===== src/rtl/alu_sequencer_pkg.sv =====
// Shared definitions for the ALU fetch/execute sequencer: FSM states,
// the HALT sentinel and the instruction field positions.
package alu_seq_pkg;

  typedef enum logic [1:0] {
    ST_IDLE  = 2'd0,
    ST_FETCH = 2'd1,
    ST_EXEC  = 2'd2,
    ST_WB    = 2'd3
  } seq_state_t;

  localparam int WORD_W   = 16;
  localparam int NUM_REGS = 8;

  localparam logic [WORD_W-1:0] HALT_WORD = 16'hFFFF;

  localparam int IA_LSB = 8;
  localparam int IB_LSB = 4;
  localparam int IDX_W  = 3;

  // RA register index carried in an instruction word
  function automatic logic [IDX_W-1:0] field_ia(input logic [WORD_W-1:0] ins);
    return ins[IA_LSB +: IDX_W];
  endfunction

  // RB register index carried in an instruction word
  function automatic logic [IDX_W-1:0] field_ib(input logic [WORD_W-1:0] ins);
    return ins[IB_LSB +: IDX_W];
  endfunction

endpackage


===== src/rtl/alu_sequencer_regfile.sv =====
// 8x16 register file: two operand read ports, a host read port and two
// write ports. When both write ports hit the same entry the B port wins.
module seq_regfile
  import alu_seq_pkg::*;
(
  input  logic              clk,
  input  logic              rst_n,
  input  logic [IDX_W-1:0]  rd_a_addr,
  output logic [WORD_W-1:0] rd_a_data,
  input  logic [IDX_W-1:0]  rd_b_addr,
  output logic [WORD_W-1:0] rd_b_data,
  input  logic [IDX_W-1:0]  host_addr,
  output logic [WORD_W-1:0] host_rdata,
  input  logic              we_a,
  input  logic [IDX_W-1:0]  wa_addr,
  input  logic [WORD_W-1:0] wa_data,
  input  logic              we_b,
  input  logic [IDX_W-1:0]  wb_addr,
  input  logic [WORD_W-1:0] wb_data
);

  logic [WORD_W-1:0] rf [NUM_REGS];

  logic a_blocked;
  assign a_blocked = we_b && (wa_addr == wb_addr);

  assign rd_a_data  = rf[rd_a_addr];
  assign rd_b_data  = rf[rd_b_addr];
  assign host_rdata = rf[host_addr];

  // Register storage; A write is suppressed on an index collision so B wins
  always_ff @(posedge clk or negedge rst_n) begin
    if (!rst_n) begin
      for (int i = 0; i < NUM_REGS; i++) begin
        rf[i] <= '0;
      end
    end else begin
      if (we_a && !a_blocked) begin
        rf[wa_addr] <= wa_data;
      end
      if (we_b) begin
        rf[wb_addr] <= wb_data;
      end
    end
  end

endmodule


===== src/rtl/alu_sequencer.sv =====
// Fetch/execute controller in front of a combinational two-operand ALU.
// Fetches 16-bit words over req/ack, presents registered operands and the
// raw instruction to the ALU, and writes both ALU results back.
module alu_sequencer
  import alu_seq_pkg::*;
#(
  parameter int ADDR_W = 8
) (
  input  logic              clk,
  input  logic              rst_n,
  input  logic              start,
  output logic              busy,
  output logic              done,
  output logic [ADDR_W-1:0] pc,
  output logic              imem_req,
  output logic [ADDR_W-1:0] imem_addr,
  input  logic              imem_ack,
  input  logic [15:0]       imem_data,
  input  logic              host_we,
  input  logic [2:0]        host_addr,
  input  logic [15:0]       host_wdata,
  output logic [15:0]       host_rdata,
  output logic [15:0]       alu_ra,
  output logic [15:0]       alu_rb,
  output logic [15:0]       alu_ins,
  input  logic [15:0]       alu_ra_res,
  input  logic [15:0]       alu_rb_res
);

  seq_state_t        state_q;
  logic [ADDR_W-1:0] pc_q;
  logic [WORD_W-1:0] ir_q;
  logic              busy_q;
  logic              done_q;
  logic              req_q;
  logic [WORD_W-1:0] alu_ra_q;
  logic [WORD_W-1:0] alu_rb_q;
  logic [WORD_W-1:0] alu_ins_q;

  // Operand reads are indexed by the word arriving from memory so the
  // operands can be registered on the ack edge and be stable for EXEC.
  logic [IDX_W-1:0]  fetch_ia;
  logic [IDX_W-1:0]  fetch_ib;
  logic [WORD_W-1:0] rd_a_data;
  logic [WORD_W-1:0] rd_b_data;

  logic [IDX_W-1:0]  ir_ia;
  logic [IDX_W-1:0]  ir_ib;

  logic              we_a;
  logic              we_b;
  logic [IDX_W-1:0]  wb_addr;
  logic [WORD_W-1:0] wb_data;

  assign fetch_ia = field_ia(imem_data);
  assign fetch_ib = field_ib(imem_data);
  assign ir_ia    = field_ia(ir_q);
  assign ir_ib    = field_ib(ir_q);

  assign busy      = busy_q;
  assign done      = done_q;
  assign pc        = pc_q;
  assign imem_req  = req_q;
  assign imem_addr = pc_q;
  assign alu_ra    = alu_ra_q;
  assign alu_rb    = alu_rb_q;
  assign alu_ins   = alu_ins_q;

  // Write-port steering: host writes share the B port while idle,
  // ALU results use both ports in writeback
  always_comb begin
    we_a    = 1'b0;
    we_b    = 1'b0;
    wb_addr = ir_ib;
    wb_data = alu_rb_res;
    case (state_q)
      ST_IDLE: begin
        we_b    = host_we;
        wb_addr = host_addr;
        wb_data = host_wdata;
      end
      ST_WB: begin
        we_a = (ir_ia != ir_ib);
        we_b = 1'b1;
      end
      default: ;
    endcase
  end

  seq_regfile u_regfile (
    .clk        (clk),
    .rst_n      (rst_n),
    .rd_a_addr  (fetch_ia),
    .rd_a_data  (rd_a_data),
    .rd_b_addr  (fetch_ib),
    .rd_b_data  (rd_b_data),
    .host_addr  (host_addr),
    .host_rdata (host_rdata),
    .we_a       (we_a),
    .wa_addr    (ir_ia),
    .wa_data    (alu_ra_res),
    .we_b       (we_b),
    .wb_addr    (wb_addr),
    .wb_data    (wb_data)
  );

  // Sequencer FSM with registered control outputs and ALU operand registers
  always_ff @(posedge clk or negedge rst_n) begin
    if (!rst_n) begin
      state_q   <= ST_IDLE;
      pc_q      <= '0;
      ir_q      <= '0;
      busy_q    <= 1'b0;
      done_q    <= 1'b0;
      req_q     <= 1'b0;
      alu_ra_q  <= '0;
      alu_rb_q  <= '0;
      alu_ins_q <= '0;
    end else begin
      done_q <= 1'b0;
      case (state_q)
        ST_IDLE: begin
          if (start) begin
            pc_q    <= '0;
            state_q <= ST_FETCH;
            req_q   <= 1'b1;
            busy_q  <= 1'b1;
          end
        end
        ST_FETCH: begin
          if (imem_ack) begin
            ir_q  <= imem_data;
            req_q <= 1'b0;
            if (imem_data == HALT_WORD) begin
              // HALT never reaches the ALU; operand registers keep their values
              state_q <= ST_IDLE;
              busy_q  <= 1'b0;
              done_q  <= 1'b1;
            end else begin
              state_q   <= ST_EXEC;
              alu_ra_q  <= rd_a_data;
              alu_rb_q  <= rd_b_data;
              alu_ins_q <= imem_data;
            end
          end
        end
        ST_EXEC: begin
          state_q <= ST_WB;
        end
        ST_WB: begin
          pc_q    <= pc_q + 1'b1;
          state_q <= ST_FETCH;
          req_q   <= 1'b1;
        end
        default: begin
          state_q <= ST_IDLE;
          busy_q  <= 1'b0;
          req_q   <= 1'b0;
        end
      endcase
    end
  end

endmodule

===== config.mk =====
export PLATFORM = sky130hd
export DESIGN_NAME = alu_sequencer
export DESIGN_NICKNAME = d
export VERILOG_FILES = /design/src/rtl/alu_sequencer_pkg.sv /design/src/rtl/alu_sequencer_regfile.sv /design/src/rtl/alu_sequencer.sv
export SDC_FILE = /design/constraint.sdc
export NUM_CORES = 1
export LEC_CHECK = 0
export BUFFER_PORTS_ARGS = -buffer_cell sky130_fd_sc_hd__buf_2
export CAP_MARGIN = 0
export CORE_MARGIN = 2
export CORE_UTILIZATION = 45
export CTS_BUF_LIST = sky130_fd_sc_hd__clkbuf_16
export DETAILED_ROUTE_END_ITERATION = 10
export GPL_ROUTABILITY_DRIVEN = 0
export GPL_TIMING_DRIVEN = 1
export SLEW_MARGIN = 0
export SYNTH_ARGS = -nofsm -noshare
export SYNTH_HDL_FRONTEND = slang
export SYNTH_SLANG_ARGS = --single-unit
export TNS_END_PERCENT = 20

===== constraint.sdc =====
create_clock -name clk -period 2.45 [get_ports clk]
set_input_delay 0.3675 -clock clk [delete_from_list [all_inputs] [get_ports clk]]
set_output_delay 0.3675 -clock clk [all_outputs]
set_load 0.1 [all_outputs]

; Word-level counts from Yosys, hierarchy flattened
; Cells that the tools add are included.
[word_totals]
register_bits = 200
in_bits = 72
output_inout_bits = 83
elab_cells = 91
[classes]
addsub = 1
order_cmp = 7
eq_ne = 9
n_mux = 36
bitwise_logic = 6
reduce_logical = 15
[ops]
columns = op, n
row1 = $bwmux 128, 2
row2 = $mux 128, 2
row3 = $bmux 16 s3, 3
row4 = $mux 16, 9
row5 = $demux 16 s3, 2
row6 = $ge 4x4->1 const B, 5
row7 = $not 3->4, 5
row8 = $eq 16x16->1 const B, 1
row9 = $pmux 8 s2, 1
row10 = $add 8x1->8 const B, 1
row11 = $lt 4x1->1 const B, 2
row12 = $mux 1, 8
row13 = $mux 8, 1
row14 = $pmux 2 s4, 1
row15 = $mux 2, 3
row16 = $ne 2x2->1 const B, 3
row17 = $reduce_and 2->1, 3
row18 = $reduce_and 3->1, 2
row19 = $eq 2x2->1 const B, 2
row20 = $logic_and 1x1->1, 4
row21 = $pmux 1 s2, 2
row22 = $reduce_and 4->1, 1
row23 = $reduce_bool 2->1, 2
row24 = $eq 3x3->1, 1
row25 = 8 further kinds, 8

; Longest topological paths before layout
; Gate-level depths: netlist (run 1).
[logic_depth]
word_depth = 9
ltp_mapped = 10
depth_no_buf = 7

; Modules after synthesis
; From an unflattened synthesis (run 1), not the netlist that was laid out.
[hier_totals]
cells_unflattened = 1005
hier_area_um2 = 12557.0
[modules_own_cells]
columns = module, instances, cells_per_inst, area_per_inst_um2, seq_area_each_um2
row1 = seq_regfile, 1, 777, 9360.2, 3203.1
row2 = alu_sequencer, 1, 228, 3196.8, 1676.6

; Worst setup path after synthesis (run 1)
; OpenSTA, ideal clock, no wires.
[synth_path]
path_type = input port to output port
start = in host_addr[1]
end = out host_rdata[0]
arrival_time_ps = 1831
t_required_ps = 2082
slack_ps = 252
stages = 4
n_path_buf = 2
path_cell_list = clkbuf_1 clkbuf_1 mux4_2 mux2_2
[synth_between]
elab_chain_len = 4
[synth_rtl]
columns = element, line
row1 = start: declaration, alu_sequencer.sv:20  ; input logic [2:0] host_addr,
row2 = $not 3->4 (not written as such), alu_sequencer_regfile.sv:29  ; assign host_rdata = rf[host_addr];
row3 = $bmux 16 s3, alu_sequencer_regfile.sv:29
row4 = $mux 16 (not written as such) (2 in a row), alu_sequencer_regfile.sv:29
row5 = end: declaration, alu_sequencer.sv:22  ; output logic [15:0] host_rdata,
; Every way passes these cells. The select of a mux whose other input is x is not followed.

; Final worst setup path (run 1)
[layout_path]
start = reg state_q[0]
end = reg u_regfile.rf[8] in the netlist's numbering
[layout_between]
elab_chain_len = 9
elab_cells_between_ends = 19
cone_classes = order compare (2) / eq/ne (2) / mux (9) / bitwise (1) / reduce/logical (5)
[layout_rtl]
columns = element, line
row1 = start: declaration, alu_sequencer.sv:30  ; seq_state_t state_q;
row2 = start signal: assignment, alu_sequencer.sv:110  ; state_q <= ST_IDLE;
row3 = start signal: assignment, alu_sequencer.sv:125  ; state_q <= ST_FETCH;
row4 = start signal: assignment, alu_sequencer.sv:136  ; state_q <= ST_IDLE;
row5 = $logic_not 2->1, alu_sequencer.sv:76  ; case (state_q)
row6 = $mux 3, alu_sequencer.sv:76
row7 = $not 3->4 (not written as such) or $eq 3x3->1 (tied branches), "alu_sequencer_regfile.sv:42, alu_sequencer_regfile.sv:25"
row8 = $ge 4x4->1 (not written as such) (tied with other cells), alu_sequencer_regfile.sv:42  ; rf[wb_addr] <= wb_data;
row9 = $logic_and 1x1->1 (not written as such) or $logic_not 1->1 (tied branches), "alu_sequencer_regfile.sv:42, alu_sequencer_regfile.sv:38"
row10 = $mux 16 (not written as such) or $logic_and 1x1->1 (tied branches), "alu_sequencer_regfile.sv:42, alu_sequencer_regfile.sv:38"
row11 = $demux 16 s3 or $mux 128 (tied branches), "alu_sequencer_regfile.sv:42, alu_sequencer_regfile.sv:38"
row12 = $bwmux 128, alu_sequencer_regfile.sv:42
row13 = $mux 128 (*), alu_sequencer_regfile.sv:41  ; if (we_b) begin
row14 = end signal: indexed assignment, alu_sequencer_regfile.sv:39  ; rf[wa_addr] <= wa_data;
row15 = end signal: indexed assignment, alu_sequencer_regfile.sv:42
row16 = end: declaration, alu_sequencer_regfile.sv:22  ; logic [WORD_W-1:0] rf [NUM_REGS];
; Every way passes the cells marked *; elsewhere a longest branch is shown, timed or not.
; A chain may end at the register's enable or synchronous reset.

==> results of run 1 <==
==> final cells by class <==
| cell class | instances | share of cell area |
|---|---|---|
| Timing Repair Buffer | 253 | 0.121 |
| Clock buffer | 17 | 0.0292 |
| Inverter | 8 | 0.00249 |
| Tap cell | 341 | 0.0293 |
| Clock inverter | 15 | 0.0141 |
| Multi-Input combinational cell | 864 | 0.468 |
| Sequential cell | 195 | 0.335 |
==> stage by stage <==
stage	setup WS [ns]	hold slack [ns]	cells	cell area, sq um
after detailed placement	-0.0400	0.392	1658	13800
after global routing	0.0180	0.143	1693	14500
after floorplan	0.252	0.0719	1195	12300
final	0.108	0.139	1693	14500
after global placement	0.0215	0.384	1658	13800
after CTS	0.0407	0.125	1693	14500
==> worst min-delay path by stage <==
stage / depth (start not counted) / end / startpoint
after floorplan: 0 / alu_ins[0] / rst_n
after global placement: 1 / imem_addr[2] / rst_n
after detailed placement: 1 / imem_addr[0] / rst_n
after CTS: 3 / alu_ins[12] / imem_data[12]
after global routing: 3 / alu_ins[11] / imem_data[11]
final: 3 / alu_ins[12] / imem_data[12]
==> worst min-delay path, cell delays in order <==
cell,delay (ns)
buf_2,0.09
nand2_1,0.04
nand2_1,0.05
==> cells by family after synthesis <==
| group | Yosys count | share of synthesized area |
|---|---|---|
| flip-flops | 195 | 0.396 |
| adder cells (fa/ha/maj) | 6 | 0.00609 |
| AND/OR/NAND/NOR | 499 | 0.180 |
| multiplexers | 158 | 0.227 |
| buffers and inverters | 136 | 0.0550 |
| XOR/XNOR | 7 | 0.00558 |
| AO/OA/AOI/OAI | 194 | 0.130 |
==> per-layer routing <==
layer	track usage	routed length [um]
met5	0	27
met4	0.0899	879
met2	0.444	18500
met1	0.418	17700
met3	0.0695	3670
==> layout by cell type, fill, tap and decap left out, types with 17 or more instances in the layout <==
cell,instances
buf_12,19
buf_2,153
buf_4,79
clkbuf_16,17
dfrtp_1,194
mux2i_1,45
mux4_2,96
nand2_1,293
nand2b_1,20
nand4_1,69
nor2_1,79
o21ai_0,41
o221ai_1,118
==> where the power goes <==
group	internal, uW	leakage (uW)	switching (uW)	total [uW]
clock	1730	0.000308	1350	3080
combinational	3840	0.00359	7790	11600
sequential	4700	0.00243	1440	6140
==> what timing repair did <==
item                                    in CTS  in global routing
endpoints found under the setup margin      36                 73
endpoints found under the hold margin       52                  0
setup buffers                                2                  0
hold buffers                                 1                  0
resized for setup                            1                  5
pin swaps                                    0                  1
cloned                                       0                  0
==> sequential cells by signal (all words and copies together) (netlist names), 2 cells and up <==
register,count
u_regfile.rf,128
alu_ins,16
alu_ra,16
alu_rb,16
imem_addr,8
ir_q,6
state_q,2
==> results.md, run 1 <==
- Synth top area share: 0.396
- Fin Setup TNS: 0 ns
- Initial antenna violation count: 2
- Unique masters post-synth: 44
- Power consumption: 20900 uW
- Die Area: 0.0287 sq mm
- Post-synthesis sequential area ratio: 0.396
- CTS clock-pin slew for the worst setup and hold paths: 0.07 ns
- Layout cells sized above 1: 0.313
- Arr. time, crit path: 2.68 ns
- Final antenna-violating net count: 0
- Final wirelength: 40700 um
- Port Buffer Count: 154
- Slew @ Worst Pin: 0.614 ns
- CTS root buf: clkbuf_16
- Number of flops mapped to enable cells by yosys: 0
- Vias in the first global route: 10202
- Seq cells post-synth: 195
- Critical Path End: u_regfile.rf[8]
- Die width: 170 um
- Reg-to-reg critical path endpoint: u_regfile.rf[8]
- Peak supply drop: 0.579 mV
- CP top delay family: buffers and inverters
- Multi-input gate area: 0.00681 sq mm
- Core area: 0.0270 sq mm
- Skew final: 0.0134 ns
- TritonCTS Buffers: 17
- Fin crit share: 0.956
- Count leader, synth: nand2_1
- Ports: 155
- Fin nets: 1417
- Crit Path Max Fanout: 20
- Leak Pwr: 0.00633 uW
- Final setup fails: 0
- Core Rows: 60
- Largest net degree at the start of global routing: 89
- Slew HR: 0.590
- Grt ovf: 0
- Worst-Skew Late Latency: 0.44 ns
- Min cycle time layout: 2.34 ns
- Top_reg_cell synth: dfrtp_1
- Syn Inst Count: 1195
- TritonCTS clock tree: built
- Synth async-reset ratio: 1.00
- DR vias: 10750
- CP startpoint kind: flop
- Initial Util: 0.457
- Drt first-iter violations: 929
- Top post-synthesis cells by area: dfrtp_1 40%, mux4_2 18%, nand2_1 9.0%
- Syn Area/Cell: 10.3 sq um
- Worst setup path startpoint: state_q[0]
- Hold WC Path Type: in2reg
- Critical R2R Launch: state_q[0]
- Slowest cell delay on critical path: 0.38 ns
- Global-route wire length before repair: 63400 um
- Syn_nets: 1273
- Clock Sinks: 195
- Clock Path Buffers: 2
- Max Freq: 0.427 GHz
- Post-Syn Area: 0.0123 sq mm
- Post-DP HPWL: 27400 um
- Unrepaired setup endpoints after global routing: no
- Buf/Inv on CP: 4
- CP cell instances: inv_1, ha_4, mux2i_2, xor2_1, buf_4, nand3_2, buf_12, and3_2, buf_4, o221ai_1
- Levels on crit path: 10
- Number of hold violations in the final report: 0
- Top cell type by total area after synthesis: dfrtp_1
- H-tree Lvls: 4
- Worst Path Required: 2.79 ns
- R2R depth: 10
- Status: complete, no violations
- Storage cell area: 0.00488 sq mm
- Synth Warn #: 0
- Post-route core utilization: 0.540
- PD cells: 1430 mW/mm^2
- Crit end category: flop
- Most frequent cells after synthesis: 294 x nand2_1, 195 x dfrtp_1, 118 x o221ai_1
- DR pass1 iterations: 5
- Max Cap Viol: 0
- ANT cells: 0
- Die height: 170 um
- Crit Path Category: reg2reg
- Worst R2R Setup Slack: 0.11 ns
- Slew Limit Fails: 0
- Residual DRC count: 0
- Most used cell, CP: buf_4
- Filler instances: 2393
- Tot GR Track Use: 0.293
- Synthesis-to-finish area growth: 18.0%
- WL/cell: 24.0 um
- Slowest cell on the critical path: dfrtp_1
- Via density: 6.35
No activity file was read; power rests on OpenSTA's default activity.
==> run 2, diff against run 1 <==
Settings changed: CORE_UTILIZATION 45 to 40, CTS_BUF_LIST sky130_fd_sc_hd__clkbuf_16 to sky130_fd_sc_hd__clkbuf_4.
==> results.md, run 2 (same netlist as run 1, synthesis figures left out) <==
- Port Buffer Count: 154 (unchanged)
- Levels on crit path: 3 (was 10)
- Top reg by flops: u_regfile.rf (unchanged)
- Fin nets: 1432 (was 1417)
- Commonest non-fill, non-tap cell in the layout: nand2_1 (unchanged)
- Die height: 180 um (was 170 um)
- Min cycle time layout: 2.46 ns (was 2.34 ns)
- Post-route core utilization: 0.481 (was 0.540)
- Final antenna-violating net count: 0 (unchanged)
- Layout cells sized above 1: 0.317 (was 0.313)
- Post-DP HPWL: 28500 um (was 27400 um)
- Slew @ Worst Pin: 0.622 ns (was 0.614 ns)
- Die Area: 0.0322 sq mm (was 0.0287 sq mm)
- Slowest cell on the critical path: mux4_2 (was dfrtp_1)
- Final hold slack: 0.0430 ns (was 0.139 ns)
- CP startpoint kind: flop (unchanged)
- Synthesis-to-finish area growth: 18.7% (was 18.0%)
- Final wirelength: 41200 um (was 40700 um)
- Worst Path Required: 2.08 ns (was 2.79 ns)
- Arr. time, crit path: 2.09 ns (was 2.68 ns)
- Crit end category: primary output (was flop)
- TritonCTS clock tree: built (unchanged)
- Buf/Inv on CP: 1 (was 4)
- Placed cell area: 0.0139 sq mm (was 0.0138 sq mm)
- Number of hold violations in the final report: 0 (unchanged)
- TritonCTS Buffers: 17 (unchanged)
- Final worst slack: -0.00829 ns (was 0.108 ns)
- Grt ovf: 0 (unchanged)
- Residual DRC count: 0 (unchanged)
- H-tree Lvls: 4 (unchanged)
- Crit Path Max Fanout: 4 (was 20)
- Peak supply drop: 0.752 mV (was 0.579 mV)
- Design Area, Final: 0.0146 sq mm (was 0.0145 sq mm)
- Initial antenna violation count: 8 (was 2)
- Crit Path Category: reg2out (was reg2reg)
- Core Rows: 64 (was 60)
- Ports: 155 (unchanged)
- Vias in the first global route: 10473 (was 10202)
- PD cells: 1370 mW/mm^2 (was 1430 mW/mm^2)
- Worst-Skew Late Latency: 0.63 ns (was 0.44 ns)
- CP cell instances: mux4_2, mux2_2, buf_6 (was inv_1, ha_4, mux2i_2, xor2_1, buf_4, nand3_2, buf_12, and3_2, buf_4, o221ai_1)
- Slew HR: 0.586 (was 0.590)
- Clock power share: 0.095 (was 0.148)
- Final setup fails: 1 (was 0)
- Via density: 6.07 (was 6.35)
- WL/cell: 23.3 um (was 24.0 um)
- Tot GR Track Use: 0.259 (was 0.293)
- Largest net degree at the start of global routing: 90 (was 89)
- Skew final: 0.0254 ns (was 0.0134 ns)
- Global-route wire length before repair: 64600 um (was 63400 um)
- Design internal power: 9530 uW (was 10300 uW)
- Slowest cell delay on critical path: 0.50 ns (was 0.38 ns)
- Die width: 180 um (was 170 um)
- Slew Limit Fails: 0 (unchanged)
- Max Cap Viol: 0 (unchanged)
- Failing checks: negative setup slack
- Most frequent cells in the layout: 293 x nand2_1, 192 x dfrtp_1, 137 x buf_2 (was 293 x nand2_1, 194 x dfrtp_1, 153 x buf_2)
- Core area: 0.0304 sq mm (was 0.0270 sq mm)
- Unrepaired setup endpoints after global routing: yes (was no)
- Max Freq: 0.407 GHz (was 0.427 GHz)
- CTS root buf: clkbuf_4 (was clkbuf_16)
- Hold depth: 3 (unchanged)
- Seq pwr share: 0.305 (was 0.295)
- CP top delay family: multiplexers (was buffers and inverters)
- Switching Share: 0.526 (was 0.508)
- Hold WC Path Type: in2reg (unchanged)
- CTS clock-pin slew for the worst setup and hold paths: 0.18 ns (was 0.07 ns)
- Drt first-iter violations: 1043 (was 929)
- Leak Pwr: 0.00631 uW (was 0.00633 uW)
- Clock Path Buffers: 2 (unchanged)
- Max reg flops: 128 (unchanged)
- Fin crit share: 1.00 (was 0.956)
- P_sw: 10600 uW (about the same)
- R2R depth: 10 (unchanged)
- Gate power share: 0.600 (was 0.558)
- Initial Util: 0.405 (was 0.457)
- Status: finished, violations left (was complete, no violations)
- Clock Sinks: 195 (unchanged)
- DR vias: 10705 (was 10750)
- Pre-CTS setup slack: -0.157 ns (was -0.0400 ns)
- DR pass1 iterations: 5 (unchanged)
==> run 2: cell type report <==
type	count	area (sq um)
Antenna cell	2	5.00
Clock buffer	17	128
Clock inverter	15	174
Fill cell	2846	15800
Inverter	8	36.3
Multi-Input combinational cell	864	6840
Sequential cell	195	4880
Tap cell	396	495
Timing Repair Buffer	268	2070
==> run 2: timing repair <==
item	4_1_cts	5_1_grt
buffers inserted	2	3
hold buffers	11	0
endpoints found under the hold margin	70	0
resized for setup	37	27
cloned	0	0
pin swaps	0	1
endpoints found under the setup margin	79	87
==> run 2: stage by stage <==
step | cells | power (uW) | TNS, ns
after floorplan | 1195 | 14700 | 0
after global placement | 1715 | 17400 | -2.73
after detailed placement | 1715 | 17700 | -4.02
after CTS | 1760 | 19800 | -1.93
after global routing | 1764 | 21200 | -1.56
final | 1765 | 20100 | -0.00829
==> run 2: worst paths after layout <==
kind                       slack [ns]                to            start
setup / recovery               -0.008     host_rdata[3]  u_regfile.rf[3]
hold / removal                   0.04        alu_ins[4]     imem_data[4]
setup reg to reg                 0.04  u_regfile.rf[63]       state_q[1]
hold reg to reg                  0.49        alu_ins[0]       alu_ins[0]
max in group asynchronous        1.35        alu_ins[5]            rst_n
min in group asynchronous        0.25  u_regfile.rf[81]            rst_n
==> run 2: worst min-delay path, stage by stage <==
cell and delay, ns:
buf_2 0.17, nand2_1 0.08, nand2_1 0.04
==> run 2: power by group through the flow <==
stage,clock network (uW),logic (uW),registers [uW]
floorplan,0,6340,8390
global placement,0,11400,6060
detailed placement,0,11500,6160
CTS,1940,11800,6080
global route,2050,12800,6330
finish,1910,12100,6120
==> run 2: per-layer routing <==
metal / track usage / vias up / wire length (um)
li1: - / 4825 / -
met1: 0.370 / 5285 / 17900
met2: 0.398 / 509 / 18900
met3: 0.0567 / 74 / 3560
met4: 0.0771 / 12 / 767
met5: 0 / - / 84
==> run 3, diff against run 2 <==
Settings changed: TNS_END_PERCENT 20 to 100.
==> results.md, run 3 (same netlist as run 1, synthesis figures left out) <==
- Status: complete, no violations (was finished, violations left)
- Hold WC Path Type: in2reg (unchanged)
- Worst-Skew Late Latency: 0.64 ns (was 0.63 ns)
- Layout cells sized above 1: 0.347 (was 0.317)
- Critical R2R Launch: state_q[1] (unchanged)
- Fin crit share: 0.992 (was 1.00)
- Hold depth: 3 (unchanged)
- Skew final: 0.0266 ns (was 0.0254 ns)
- Crit Path Category: reg2out (unchanged)
- Residual DRC count: 0 (unchanged)
- Initial Util: 0.405 (unchanged)
- Die width: 180 um (unchanged)
- Ports: 155 (unchanged)
- Global-route wire length before repair: 66000 um (was 64600 um)
- WL/cell: 23.3 um (about the same)
- Worst R2R Setup Slack: 0.12 ns (was 0.04 ns)
- PD cells: 1390 mW/mm^2 (was 1370 mW/mm^2)
- Final setup fails: 0 (was 1)
- Worst Path Required: 2.08 ns (about the same)
- Drt first-iter violations: 1145 (was 1043)
- Leak Pwr: 0.00663 uW (was 0.00631 uW)
- Min cycle time layout: 2.43 ns (was 2.46 ns)
- Post-DP HPWL: 28500 um (unchanged)
- Pre-CTS setup slack: -0.157 ns (unchanged)
- Peak supply drop: 0.755 mV (was 0.752 mV)
- Core area: 0.0304 sq mm (unchanged)
- Final antenna-violating net count: 0 (unchanged)
- Synthesis-to-finish area growth: 22.6% (was 18.7%)
- TritonCTS clock tree: built (unchanged)
- Unrepaired setup endpoints after global routing: yes (unchanged)
- Final hold slack: 0.0349 ns (was 0.0430 ns)
- WHS Endpoint: alu_ins[4] (unchanged)
- Final wirelength: 42700 um (was 41200 um)
- CTS clock-pin slew for the worst setup and hold paths: 0.19 ns (was 0.18 ns)
- Slew HR: 0.588 (was 0.586)
- Max Freq: 0.412 GHz (was 0.407 GHz)
- Max reg flops: 128 (unchanged)
- Port Buffer Count: 154 (unchanged)
- DR vias: 11048 (was 10705)
- DR pass1 iterations: 5 (unchanged)
- Vias in the first global route: 10621 (was 10473)
- Commonest non-fill, non-tap cell in the layout: nand2_1 (unchanged)
- Crit end category: primary output (unchanged)
- Core Rows: 64 (unchanged)
- R2R depth: 10 (unchanged)
- Initial antenna violation count: 8 (unchanged)
- Arr. time, crit path: 2.06 ns (was 2.09 ns)
- CP startpoint kind: flop (unchanged)
- Die Area: 0.0322 sq mm (unchanged)
- Tot GR Track Use: 0.265 (was 0.259)
- Most frequent cells in the layout: 293 x nand2_1, 193 x dfrtp_1, 150 x buf_4 (was 293 x nand2_1, 192 x dfrtp_1, 137 x buf_2)
- Via density: 6.03 (was 6.07)
- Slew @ Worst Pin: 0.618 ns (was 0.622 ns)
- Slew Limit Fails: 0 (unchanged)
- Reg-to-reg critical path endpoint: u_regfile.rf[123] (was u_regfile.rf[63])
- Final worst slack: 0.0202 ns (was -0.00829 ns)
- Filler instances: 2814 (was 2846)
- TritonCTS Buffers: 17 (unchanged)
- Hold wc startpoint: imem_data[4] (unchanged)
- Fin nets: 1497 (was 1432)
- Largest net degree at the start of global routing: 90 (unchanged)
- H-tree Lvls: 4 (unchanged)
- Clock Sinks: 195 (unchanged)
- Clock Path Buffers: 2 (unchanged)
- Grt ovf: 0 (unchanged)
- CTS root buf: clkbuf_4 (unchanged)
- Number of hold violations in the final report: 0 (unchanged)
- Die height: 180 um (unchanged)
- Max Cap Viol: 0 (unchanged)
- Crit Path Max Fanout: 4 (unchanged)
- Top reg by flops: u_regfile.rf (unchanged)
run 3: cell types whose count changed in the layout (fill, tap and decap cells not counted), moves of 2 or more:
cell / previous run / this run
mux2_4: 7 / 3
mux2_2: 9 / 13
buf_6: 8 / 6
buf_4: 84 / 150
run 3: layout make-up:
cell class | count | area, sq um | area share
well taps | 396 | 495 | 0.0328
clock inverters | 15 | 174 | 0.0115
inverters | 8 | 36.3 | 0.00240
diodes | 3 | 7.51 | 0.000497
repair buffers | 333 | 2550 | 0.169
clock buffers | 17 | 128 | 0.00844
multi-input cells | 864 | 6840 | 0.452
flip-flops and latches | 195 | 4880 | 0.323
run 3: critical path, cell delays in order (launching register included):
cell and delay (ns):
dfrtp_1 0.45, mux4_2 0.47, mux2_2 0.32, buf_12 0.18
run 3: worst max-delay path by stage:
| stage | start | to | slack [ns] | cells after the start |
|---|---|---|---|---|
| final | u_regfile.rf[20] | host_rdata[4] | 0.02 | 3 |
| after global routing | u_regfile.rf[70] | host_rdata[6] | -0.04 | 3 |
| after CTS | u_regfile.rf[87] | host_rdata[7] | 0.001 | 3 |
| after detailed placement | state_q[1] | u_regfile.rf[44] | -0.16 | 8 |
| after global placement | state_q[1] | u_regfile.rf[59] | -0.11 | 9 |
| after floorplan | host_addr[1] | host_rdata[0] | 0.25 | 4 |
run 3: where the power goes:
group          leakage, uW  internal, uW  switching (uW)
Clock             0.000155           636            1280
Sequential         0.00243          4680            1330
Combinational      0.00404          4790            8230
Total              0.00663         10100           10800
run 3: metal layers:
layer	global-route usage	routed length, um	share of wire
met5	0	70	0.0016
met3	0.0628	3760	0.088
met4	0.0800	847	0.020
met1	0.378	18500	0.43
met2	0.404	19500	0.46
run 3: metrics by stage:
step           area (sq um)  cells  power [uW]  utilization  setup TNS (ns)
2_1_floorplan         12300   1195       14700            -               0
3_3_place_gp          13900   1715       17400        0.457           -2.73
3_5_place_dp          13900   1715       17700        0.457           -4.02
4_1_cts               14700   1788       20200        0.482               0
5_1_grt               15100   1829       22000        0.497          -0.181
6_report              15100   1831       20900        0.497               0
run 3: repair_timing:
| item | in CTS | in global routing |
|---|---|---|
| hold buffers | 11 | 0 |
| pin swaps | 0 | 1 |
| setup endpoints to repair | 79 | 104 |
| hold endpoints to repair | 70 | 0 |
| gates resized for setup | 32 | 31 |
| setup buffers | 30 | 40 |
